**config.mk**
```make
export PLATFORM = sky130hd
export DESIGN_NAME = uart_tx_sched
export DESIGN_NICKNAME = d
export VERILOG_FILES = /design/src/rtl/uart_tx_sched.sv
export SDC_FILE = /design/constraint.sdc
export NUM_CORES = 1
export LEC_CHECK = 0
export CORE_ASPECT_RATIO = 0.5
export CORE_UTILIZATION = 54
export CTS_BUF_LIST = sky130_fd_sc_hd__clkbuf_8
export CTS_CLUSTER_SIZE = 28
export DETAILED_ROUTE_END_ITERATION = 8
export PLACE_DENSITY = 0.93
export SYNTH_ARGS = -nofsm -noshare
export SYNTH_HDL_FRONTEND = slang
export SYNTH_SLANG_ARGS = --single-unit
```
**constraint.sdc**
```tcl
create_clock -name Clk -period 2.1 [get_ports Clk]
set_clock_uncertainty 0.1 [all_clocks]
set_input_delay 0.42 -clock Clk [delete_from_list [all_inputs] [get_ports Clk]]
set_output_delay 0.42 -clock Clk [all_outputs]
set_load 0.05 [all_outputs]
```
**src/rtl/uart_tx_sched.sv**
```systemverilog
// Round-robin byte scheduler for UART_rs232_tx: arbitrates two byte streams with packet locking,
// sequences the TxEn/TxDone handshake, generates the 16x Tick and aborts hung frames.
module uart_tx_sched #(
  parameter int unsigned TICK_DIV = 27,
  parameter int unsigned TIMEOUT  = 65535,
  parameter int unsigned NBITS    = 8
) (
  input  logic       Clk,
  input  logic       Rst_n,
  input  logic       req0_valid,
  input  logic [7:0] req0_data,
  input  logic       req0_last,
  output logic       req0_ready,
  input  logic       req1_valid,
  input  logic [7:0] req1_data,
  input  logic       req1_last,
  output logic       req1_ready,
  output logic       TxEn,
  output logic [7:0] TxData,
  output logic [3:0] NBits,
  output logic       Tick,
  input  logic       TxDone,
  output logic [1:0] grant,
  output logic       busy,
  output logic       err_timeout
);

  localparam int unsigned TickW = (TICK_DIV > 2) ? $clog2(TICK_DIV) : 1;
  localparam logic [TickW-1:0] TickMax = TickW'(TICK_DIV - 1);
  localparam logic [TickW-1:0] TickPre = TickW'(TICK_DIV - 2);
  localparam logic [16:0] WdLimit = 17'(TIMEOUT - 1);

  typedef enum logic [2:0] {StIdle, StLoad, StSetup, StAssert, StDrop} state_e;

  state_e           state;
  logic [TickW-1:0] tick_cnt;
  logic [16:0]      wd_cnt;
  logic             last_grant;
  logic             lock_valid;
  logic             lock_owner;

  logic cand0, cand1, pick1, wd_hit;
  logic [7:0] sel_data;
  logic       sel_last;

  assign NBits = 4'(NBITS);

  // Tick is registered one cycle early so that it is high while the counter sits at TICK_DIV-1.
  always_ff @(posedge Clk or negedge Rst_n) begin
    if (!Rst_n) begin
      tick_cnt <= '0;
      Tick     <= 1'b0;
    end else begin
      tick_cnt <= (tick_cnt == TickMax) ? '0 : tick_cnt + TickW'(1);
      Tick     <= (tick_cnt == TickPre);
    end
  end

  assign cand0    = req0_valid && (!lock_valid || !lock_owner);
  assign cand1    = req1_valid && (!lock_valid || lock_owner);
  assign pick1    = cand1 && (!cand0 || !last_grant);
  assign sel_data = grant[1] ? req1_data : req0_data;
  assign sel_last = grant[1] ? req1_last : req0_last;
  assign wd_hit   = (wd_cnt == WdLimit);

  always_ff @(posedge Clk or negedge Rst_n) begin
    if (!Rst_n) begin
      state       <= StIdle;
      grant       <= 2'b00;
      req0_ready  <= 1'b0;
      req1_ready  <= 1'b0;
      TxEn        <= 1'b0;
      TxData      <= 8'h00;
      busy        <= 1'b0;
      err_timeout <= 1'b0;
      last_grant  <= 1'b1;
      lock_valid  <= 1'b0;
      lock_owner  <= 1'b0;
      wd_cnt      <= '0;
    end else begin
      req0_ready  <= 1'b0;
      req1_ready  <= 1'b0;
      err_timeout <= 1'b0;
      unique case (state)
        StIdle: begin
          if (cand0 || cand1) begin
            state      <= StLoad;
            busy       <= 1'b1;
            grant      <= pick1 ? 2'b10 : 2'b01;
            req0_ready <= !pick1;
            req1_ready <= pick1;
          end
        end
        StLoad: begin
          TxData     <= sel_data;
          last_grant <= grant[1];
          lock_valid <= !sel_last;
          lock_owner <= grant[1];
          state      <= StSetup;
        end
        StSetup: begin
          state  <= StAssert;
          TxEn   <= 1'b1;
          wd_cnt <= '0;
        end
        StAssert: begin
          if (TxDone) begin
            state  <= StDrop;
            TxEn   <= 1'b0;
            wd_cnt <= '0;
          end else if (wd_hit) begin
            state       <= StIdle;
            TxEn        <= 1'b0;
            grant       <= 2'b00;
            busy        <= 1'b0;
            lock_valid  <= 1'b0;
            err_timeout <= 1'b1;
          end else begin
            wd_cnt <= wd_cnt + 17'd1;
          end
        end
        StDrop: begin
          if (!TxDone) begin
            state <= StIdle;
            grant <= 2'b00;
            busy  <= 1'b0;
          end else if (wd_hit) begin
            state       <= StIdle;
            grant       <= 2'b00;
            busy        <= 1'b0;
            lock_valid  <= 1'b0;
            err_timeout <= 1'b1;
          end else begin
            wd_cnt <= wd_cnt + 17'd1;
          end
        end
        default: state <= StIdle;
      endcase
    end
  end

endmodule

```
Yosys cells after proc, flatten, opt, wreduce, memory -nomap -nowiden
Index checks and enable logic that the tools add are counted.
Widths: inputs -> output; s select.
Storage, ports and cells
  output and inout port bits: 20
  bits of input ports: 23
  bits in registers: 44
Cells by class
  reductions and logical operators: 22
  add/subtract/negate cells: 2
  equality and inequality tests: 11
  mux-type cells: 38
Operators with widths (count)
  $mux 17: 3
  $pmux 17 s3: 1
  $add 17x1->17 const B: 1
  $eq 17x16->1 const B: 1
  $mux 1: 17
  $pmux 3 s5: 1
  $mux 3: 4
  $eq 5x5->1 const B: 2
  $mux 2: 5
  $reduce_bool 3->1: 3
  $mux 8: 1
  $eq 3x2->1 const B: 2
  $logic_not 1->1: 6
  $ne 2x2->1 const B: 3
  $pmux 1 s3: 2
  $pmux 2 s3: 1
  $reduce_and 3->1: 2
  $add 5x1->5 const B: 1
  $mux 5: 1
  $logic_or 1x1->1: 4
  $pmux 1 s2: 2
  $reduce_and 2->1: 2
  $eq 3x1->1 const B: 1
  $eq 3x3->1 const B: 1
  4 further kinds: 6

Longest topological paths before layout
Gate-level depths: netlist of the first run.
  word-level depth: 9
  gate-level depth with buffers: 8
  mapped depth without buffers: 7

Least setup slack after synthesis of the first run
Ideal clock, no wire load.
  kind: reg2reg
  start: register wd_cnt[0]
  end: register lock_valid
  setup slack: 0.254 ns
  path buffers: 0
  arrival: 1.625 ns
  library setup time: 0.121 ns
  stages on the path, launching flop included: 8
  required time: 1.879 ns
  cell sequence: dfrtp_1 inv_1 ha_1 nand4b_1 nor4_4 a21oi_1 a211o_1 a22o_1
Between the ends
  cells in the longest elaborated chain, start to end: 4
  elaborated cells between the ends (all ways): 5
  classes of those cells: eq/ne: 1; mux: 4
RTL lines
  start, declared: RTL line 37  | logic [16:0] wd_cnt;
  start signal, assigned: RTL line 119  | wd_cnt <= wd_cnt + 17'd1;
  start signal, assigned: RTL line 134  | wd_cnt <= wd_cnt + 17'd1;
  $eq 17x16->1 *: RTL line 64  | assign wd_hit = (wd_cnt == WdLimit);
  $mux 1 *
  $mux 1 (on tied branches)
  $pmux 1 s3 *
  end signal, assigned: RTL line 97  | lock_valid <= !sel_last;
  end, declared: RTL line 39  | logic lock_valid;
Every way passes the cells marked *; elsewhere a longest branch is shown, timed or not. The select of a mux whose other input is x is not followed.
A chain may end at the register's enable or synchronous reset.

Worst setup path after layout of the first run
  start: register grant[0]
  end: output port grant[0]
RTL lines
  start, declared: RTL line 23  | output logic [1:0] grant,
  start signal, assigned: RTL line 89  | grant <= pick1 ? 2'b10 : 2'b01;
No word-level cell between the ends.

==> results of run 1 <==
==> state kept, by name, indices dropped and copies added, names as in the netlist, 2 cells and up <==
name,count
wd_cnt,17
TxData,8
tick_cnt,5
state,3
grant,2
==> area by class of cell <==
type,count,area [sq um]
tap,54,67.56
fill,251,1051
sequential,44,1102
inverter,7,26.28
clock inverter,1,30.03
clock buffer,7,96.34
multi-input combinational,182,1130
timing repair buffer,54,520.5
==> synthesized netlist by cell type (2+ instances only) <==
library cell,count,area [sq um]
o21ai_0,13,65.06
a31oi_1,5,31.28
a21o_1,4,30.03
buf_4,5,37.54
a22o_1,5,43.79
dfrtp_1,43,1076
nand4_1,4,25.02
nor4_1,5,31.28
buf_2,6,30.03
conb_1,2,7.510
nand3_1,7,35.03
nor3_1,6,30.03
a2bb2oi_1,2,17.52
and2_1,4,25.02
nor2_1,30,112.6
inv_1,7,26.28
xnor2_1,11,96.34
a21oi_1,17,85.08
nor3b_1,2,15.01
mux2i_1,11,110.1
nor2_2,2,12.51
and3_1,5,31.28
ha_1,5,62.56
nand2_1,19,71.32
nor2b_1,3,18.77
clkbuf_1,3,11.26
==> final timing paths <==
kind                                    to      start  cells after the start  slack (ps)
worst max-delay path              grant[0]   grant[0]                      1          70
worst min-delay path                  TxEn       TxEn                      2         400
worst max register to register   wd_cnt[3]  wd_cnt[1]                      7         120
worst min register to register        TxEn       TxEn                      2         400
max in group asynchronous       last_grant      Rst_n                      3        1110
min in group asynchronous       req0_ready      Rst_n                      3         510
==> cells by family after synthesis <==
| family | share of synthesized area (%) |
|---|---|
| buffers and inverters | 5.123 |
| multiplexers | 4.696 |
| AO/OA/AOI/OAI | 14.78 |
| other | 0.3203 |
| AND/OR/NAND/NOR | 21.29 |
| flip-flops | 47.01 |
| adder cells (fa/ha/maj) | 2.668 |
| XOR/XNOR | 4.109 |
==> what timing repair did <==
item | in CTS | in global routing
hold endpoints to repair | 43 | 0
resized for setup | 0 | 0
hold buffers | 1 | 0
setup endpoints to repair | 0 | 6
==> worst reg2reg max path, delay by kind of cell (launching register included) <==
kind                       cells  cell delay, ps
buffers and inverters          1             270
and+or+nand+nor                4             690
DFF                            1             440
xor gates and xnor gates       1             200
adders and majority gates      1             180
==> power by group <==
group	internal (mW)	switching, mW	leakage (nW)
Sequential	1.04	0.202	0.553
Clock	0.420	0.295	0.0645
Combinational	0.681	1.05	0.692
==> routing by layer <==
metal  up-vias  share of wire [%]  routed length (um)
li1        954                  -                   -
met1      1003                 40                2198
met2        85                 52                2813
met3        18                5.3                 286
met4         0                2.6                 143
met5         -                  0                   0
==> metrics by stage <==
step           hold slack, ps  cells  TNS (ps)  power (mW)
2_1_floorplan           24.41    249         0       2.373
3_3_place_gp            309.2    340         0       2.885
3_5_place_dp            315.0    340    -254.1       2.968
4_1_cts                 393.3    349         0       3.679
5_1_grt                 434.2    349         0       3.880
6_report                400.9    349         0       3.687
==> results.json, run 1 <==
{
  "final.setup.worst_slack_ps": 74.56,
  "holdCritPathClass": "register to register",
  "path_clk_slew_ps": 90,
  "syn_area_per_cell_sq_um": 9.493,
  "hold_violations": 0,
  "timing.fmax_mhz": 493.7,
  "grt_pass1_wl_um": 9273,
  "synth-seq-cells": 44,
  "first_pass_iters": 5,
  "crit_path_start_kind": "register",
  "fin_nets": 322,
  "grt_max_degree": 45,
  "synth_seq_area_share_pct": 47.01,
  "status": "complete, no violations",
  "pin_count": 43,
  "place_ws_ps": -63.43,
  "grt_pass1_vias": 2005,
  "coreArea_sq_um": 4024,
  "clk-insertion-delay-late_ps": 300,
  "port_buffers": 38,
  "finalMaxSlewViolations": 0,
  "post-route-period-util_pct": 96.45,
  "ys_types": 47,
  "start_util_pct": 58.27,
  "num_vias": 2060,
  "postRouteWirelength_um": 5441,
  "crit_type": "register to output pin",
  "finalInstanceArea_sq_um": 2973,
  "drt-initial-drc-count": 190,
  "grt_use_met2_pct": 44.88,
  "max_slew_margin_pct": 60.59,
  "synthesis.area_sq_um": 2345,
  "power.leakage_nw": 1.309,
  "dp_hpwl_um": 3785,
  "fp.dieH_um": 48.60,
  "die_area_sq_um": 4626,
  "drive_gt1_share_pct": 10.85,
  "avgRoutedWirePerCell_um": 15.59,
  "dpl-instance-area_sq_um": 2836,
  "clock_path_buffers": 2,
  "ys_async_sr_fraction_pct": 100.0,
  "critPathArrivalTime_ps": 1510,
  "endpoint_kind": "output pin",
  "num_rows": 16,
  "required_ps": 1580,
  "clock-sinks": 44,
  "grtUsageMet3_pct": 6.289,
  "drc": 0,
  "ys.flop_type": "dfrtp_1",
  "num_antenna_cells": 0,
  "grt_use_met1_pct": 32.02,
  "globalRoute.totalOverflow": 0,
  "critPathMaxFanout": 2,
  "period_needed_ps": 2025,
  "cts_setup_buffers": 0,
  "crit_chain": "clkdlybuf4s50_1",
  "setup_viol": 0,
  "worstMarginPinSlew_ps": 591.2,
  "crit_family": "buffers and inverters",
  "finish.utilization_pct": 73.88,
  "synthCells": 247,
  "layout_common_cells": "dfrtp_1 (43), clkdlybuf4s50_1 (36), nor2_1 (30)",
  "cp_slowest_cell": "clkdlybuf4s50_1",
  "grt_usage_pct": 26.50,
  "final_common_cell": "dfrtp_1",
  "syn_to_final_growth_pct": 26.79,
  "cts_inserted_buffers": 5,
  "power-per-cell-area_nw_per_um2": 1240,
  "synth_edf_count": 0,
  "gp_congestion": 0.8523,
  "root_buffer": "clkbuf_8",
  "avgViaCountPerCell": 5.903,
  "maxCapViolCount": 0,
  "rsz0062_at_grt": "false",
  "peakVddDrop_mv": 1.126,
  "ys_warn_count": 0,
  "antenna_found_initial": 0,
  "critPathBufInv": 1,
  "die_w_um": 95.19,
  "gr-max-usage-layer": "met2",
  "cts_htree_levels": 2,
  "slowest_delay_ps": 820,
  "ant_nets": 0,
  "cts_tree": "built"
}
Power figures use the tool's default switching activity.
==> run 2, diff against run 1 <==
==> config.mk (replaced) <==
export PLATFORM = sky130hd
export DESIGN_NAME = uart_tx_sched
export DESIGN_NICKNAME = d
export VERILOG_FILES = /design/src/rtl/uart_tx_sched.sv
export SDC_FILE = /design/constraint.sdc
export NUM_CORES = 1
export LEC_CHECK = 0
export ABC_CLOCK_PERIOD_IN_PS = 1800
export CORE_ASPECT_RATIO = 1.25
export CORE_UTILIZATION = 49
export CTS_BUF_LIST = sky130_fd_sc_hd__clkbuf_8
export CTS_CLUSTER_SIZE = 28
export DETAILED_ROUTE_END_ITERATION = 8
export PLACE_DENSITY = 0.89
export SYNTH_ARGS = -nofsm -noshare
export SYNTH_HDL_FRONTEND = slang
export SYNTH_SLANG_ARGS = --single-unit
==> constraint.sdc (replaced) <==
create_clock -name Clk -period 1.8 [get_ports Clk]
set_clock_uncertainty 0.1 [all_clocks]
set_input_delay 0.36 -clock Clk [delete_from_list [all_inputs] [get_ports Clk]]
set_output_delay 0.36 -clock Clk [all_outputs]
set_load 0.05 [all_outputs]
==> run 2 against run 1 <==
Against the previous run:
- clock power rose by 4.8%
- largest power group unchanged
- sequential power grew 13%
- flip-flop and latch count is the same
- critical path type is now register to register
- the flow now finishes with violations (setup timing)
- largest cell class unchanged
- highest routed layer unchanged
- utilization is 2.3 points lower
==> results.json, run 2 (synthesized netlist as in run 1, its figures left out) <==
{
  "gp_congestion": 0.8925,
  "avgViaCountPerCell": 5.745,
  "peakVddDrop_mv": 0.8047,
  "drt-initial-drc-count": 227,
  "finalInstanceArea_sq_um": 3217,
  "cp_slowest_cell": "dfrtp_1",
  "timing.fmax_mhz": 519.6,
  "holdCritPathClass": "register to register",
  "avgRoutedWirePerCell_um": 16.05,
  "setup_viol": 21,
  "first_pass_iters": 4,
  "finalMaxSlewViolations": 0,
  "drive_gt1_share_pct": 27.27,
  "syn_to_final_growth_pct": 37.19,
  "port_buffers": 38,
  "rr_startpoint": "wd_cnt[0]",
  "cts_htree_levels": 2,
  "hold_violations": 0,
  "slowest_delay_ps": 390,
  "grt_pass1_wl_um": 9811,
  "finish.utilization_pct": 71.60,
  "start_util_pct": 52.19,
  "status": "finished, violations left",
  "clock-sinks": 44,
  "final_common_cell": "buf_4",
  "coreArea_sq_um": 4493,
  "final.setup.worst_slack_ps": -124.4,
  "globalRoute.totalOverflow": 0,
  "startpoint": "wd_cnt[0]",
  "top_register": "wd_cnt",
  "critPathArrivalTime_ps": 2020,
  "required_ps": 1900,
  "grt_max_degree": 27,
  "clk-insertion-delay-late_ps": 300,
  "drc": 0,
  "ant_nets": 0,
  "num_antenna_cells": 0,
  "power.leakage_nw": 1.447,
  "post-route-period-util_pct": 106.9,
  "crit_chain": "inv_1 > ha_2 > nand4b_1 > nor4_4 > buf_6 > a21oi_1 > a211o_1 > a22o_1",
  "grt_usage_pct": 24.85,
  "antenna_found_initial": 0,
  "endpoint_kind": "register",
  "fin_tns_setup_ps": -1332,
  "root_buffer": "clkbuf_8",
  "rsz0062_at_grt": "true",
  "cts_inserted_buffers": 5,
  "pin_count": 43,
  "critPathMaxFanout": 6,
  "dp_hpwl_um": 4201,
  "holdCritStartpoint": "grant[0]",
  "num_rows": 27,
  "die_w_um": 63.87,
  "dpl-instance-area_sq_um": 2979,
  "largest_reg_flops": 17,
  "fp.dieH_um": 79.34,
  "layout_common_cells": "buf_4 (50), dfrtp_1 (43), nor2_1 (28)",
  "cts_tree": "built",
  "maxCapViolCount": 0,
  "clock_path_buffers": 2,
  "power-per-cell-area_nw_per_um2": 1368,
  "crit_path_start_kind": "register",
  "fin_nets": 346,
  "die_area_sq_um": 5067,
  "path_clk_slew_ps": 90,
  "period_needed_ps": 1924,
  "crit_type": "register to register",
  "grt_pass1_vias": 2244,
  "top_regs": "wd_cnt x17, TxData x8, tick_cnt x5",
  "violations": "setup timing",
  "num_vias": 2166,
  "postRouteWirelength_um": 6049
}
run 2: layer usage:
layer  global-route usage (%)  wire, um  up-vias
met5                        0         0        -
met1                    26.85      2404     1062
met2                    45.11      3204       71
li1                         -         -     1004
met4                    14.32       237        0
met3                    4.167       203       29
run 2: worst max-delay path: cells and delay by family, from the launching register on:
kind            cells  cell delay [ps]
simple gates        2              470
compound gates      3              490
fa+ha+maj           1              160
buf+inv             2              230
flops               1              390
run 2: final timing paths:
kind | end | slack (ps) | cells past startpoint
min in group asynchronous | wd_cnt[14] | 450 | 2
max in group asynchronous | last_grant | 570 | 3
min reg2reg | grant[0] | 390 | 1
min | grant[0] | 390 | 1
max | lock_valid | -120 | 8
max reg2reg | lock_valid | -120 | 8
run 2: cell type report:
class                   instances  area (sq um)
repair buffers                 78         691.9
multi-input cells             182          1212
clock buffers                   5         68.82
fillers                       300          1276
clock inverters                 3         42.54
inverters                       7         26.28
flip-flops and latches         44          1102
well taps                      58         72.57
run 2: power breakdown:
group          switching, mW  leakage (nW)  internal [mW]
Combinational           1.35         0.839          0.895
Sequential             0.188         0.553           1.22
Clock                  0.338        0.0541          0.411
run 2: metrics by stage:
| step | power, mW | setup slack [ps] | hold WS, ps | cells |
|---|---|---|---|---|
| floorplan | 2.769 | 73.69 | -35.59 | 249 |
| global placement | 3.486 | -245.2 | 228.7 | 364 |
| detailed placement | 3.582 | -371.9 | 241.4 | 364 |
| CTS | 4.375 | -107.6 | 393.3 | 374 |
| global route | 4.666 | -203.3 | 418.5 | 377 |
| finish | 4.401 | -124.4 | 388.4 | 377 |
run 2: repair_timing:
item                                    CTS  global route
hold endpoints to repair                 18             0
endpoints found under the setup margin   15            24
pin swaps                                 3             9
cloned                                    0             0
hold buffers                              1             0
resized for setup                         8            15
setup buffers                             1             3
==> run 3, diff against run 2 <==
--- a/config.mk
+++ b/config.mk
@@ -12,6 +12,7 @@
 export CTS_CLUSTER_SIZE = 28
 export DETAILED_ROUTE_END_ITERATION = 8
 export PLACE_DENSITY = 0.89
+export SKIP_CTS_REPAIR_TIMING = 1
 export SYNTH_ARGS = -nofsm -noshare
 export SYNTH_HDL_FRONTEND = slang
 export SYNTH_SLANG_ARGS = --single-unit
==> run 3 against run 2 <==
Against the previous run:
- the run still ends with setup timing left
- non-clock buffer count is 1 lower
- final cell count is 0.27% lower
- combinational power hardly changed
- final area is 0.23% lower
- worst hold slack better by 1.1 ps
- largest cell class unchanged
==> results.json, run 3 (synthesized netlist as in run 1, its figures left out) <==
{
  "layout_common_cells": "buf_4 (47), dfrtp_1 (43), nor2_1 (29)",
  "power.leakage_nw": 1.450,
  "sequential_cell_area_sq_um": 1102,
  "cts_tree": "built",
  "cts_htree_levels": 2,
  "largest_reg_flops": 17,
  "clock-sinks": 44,
  "pin_count": 43,
  "slowest_delay_ps": 390,
  "setup_viol": 23,
  "finish.utilization_pct": 71.43,
  "path_clk_slew_ps": 90,
  "holdCritPathClass": "register to register",
  "critPathMaxFanout": 5,
  "globalRoute.totalOverflow": 0,
  "num_rows": 27,
  "grt_max_degree": 27,
  "fin_tns_setup_ps": -1708,
  "postRouteWirelength_um": 6272,
  "start_util_pct": 52.19,
  "finalMaxSlewViolations": 0,
  "crit_chain": "inv_1 > ha_2 > nand4b_1 > nor4_4 > buf_6 > a21oi_1 > a211o_1 > a22o_1",
  "cp.depth": 8,
  "hold-worst-slack_ps": 389.5,
  "required_ps": 1910,
  "peakVddDrop_mv": 0.8105,
  "clk-insertion-delay-late_ps": 310,
  "drc": 0,
  "coreArea_sq_um": 4493,
  "grt_pass1_vias": 2258,
  "fin_nets": 345,
  "die_area_sq_um": 5067,
  "dp_hpwl_um": 4201,
  "top_register": "wd_cnt",
  "fp.dieH_um": 79.34,
  "clock_path_buffers": 2,
  "power-per-cell-area_nw_per_um2": 1384,
  "grt_usage_pct": 24.75,
  "critPathArrivalTime_ps": 2060,
  "die_w_um": 63.87,
  "place_ws_ps": -371.9,
  "ant_nets": 0,
  "drive_gt1_share_pct": 26.10,
  "filler_cell_count": 304,
  "avgViaCountPerCell": 5.793,
  "avgRoutedWirePerCell_um": 16.68,
  "num_vias": 2178,
  "rsz0062_at_grt": "true",
  "startpoint": "wd_cnt[0]",
  "port_buffers": 38,
  "timing.fmax_mhz": 511.2,
  "r2r_cells": 8,
  "crit_family": "compound AO/OA/AOI/OAI gates",
  "rr_startpoint": "wd_cnt[0]",
  "root_buffer": "clkbuf_8",
  "syn_to_final_growth_pct": 36.87,
  "crit_path_start_kind": "register",
  "num_antenna_cells": 0,
  "period_needed_ps": 1956,
  "holdPathStages": 1,
  "status": "finished, violations left",
  "critPathBufInv": 2,
  "drt-initial-drc-count": 182,
  "multi_input_area_sq_um": 1196,
  "maxCapViolCount": 0,
  "hold_violations": 0,
  "gp_congestion": 0.8925,
  "antenna_found_initial": 0,
  "violations": "setup timing",
  "fin_total_pwr_mw": 4.442,
  "final_common_cell": "buf_4",
  "grt_pass1_wl_um": 9777,
  "final.setup.worst_slack_ps": -156.2,
  "endpoint_kind": "register",
  "cp_slowest_cell": "dfrtp_1",
  "crit_type": "register to register",
  "post-route-period-util_pct": 108.7,
  "holdCritStartpoint": "grant[0]",
  "top_regs": "wd_cnt x17, TxData x8, tick_cnt x5",
  "cts_inserted_buffers": 5,
  "first_pass_iters": 4
}
==> run 3: power breakdown <==
group | total [mW] | switching [mW] | leakage, nW | internal, mW
Combinational | 2.27 | 1.37 | 0.842 | 0.900
Clock | 0.760 | 0.349 | 0.0541 | 0.411
Sequential | 1.41 | 0.193 | 0.553 | 1.22
Total | 4.44 | 1.91 | 1.45 | 2.53
==> run 3: metal layers <==
| metal | up-vias | part of all wire (%) | global-route usage (%) |
|---|---|---|---|
| li1 | 1004 | - | - |
| met1 | 1071 | 37 | 26.11 |
| met2 | 75 | 54 | 45.21 |
| met3 | 28 | 4.1 | 4.167 |
| met4 | 0 | 4.4 | 15.23 |
| met5 | - | 0 | 0 |
==> run 3: worst paths after layout <==
| check | to | slack [ps] |
|---|---|---|
| max | lock_valid | -160 |
| min | grant[0] | 390 |
| max reg2reg | lock_valid | -160 |
| min reg2reg | grant[0] | 390 |
| max in group asynchronous | last_grant | 580 |
| min in group asynchronous | wd_cnt[11] | 450 |
==> run 3: through the flow <==
stage	cell area, sq um	cells
after floorplan	2352	249
after global placement	2979	364
after detailed placement	2979	364
after CTS	3090	372
after global routing	3209	376
final	3209	376
==> run 3: area by class of cell <==
type,count,area share (%)
clock buffer,5,2.144
clock inverter,3,1.326
inverter,7,0.8187
multi-input combinational,182,37.27
sequential,44,34.35
tap,58,2.261
timing repair buffer,77,21.83
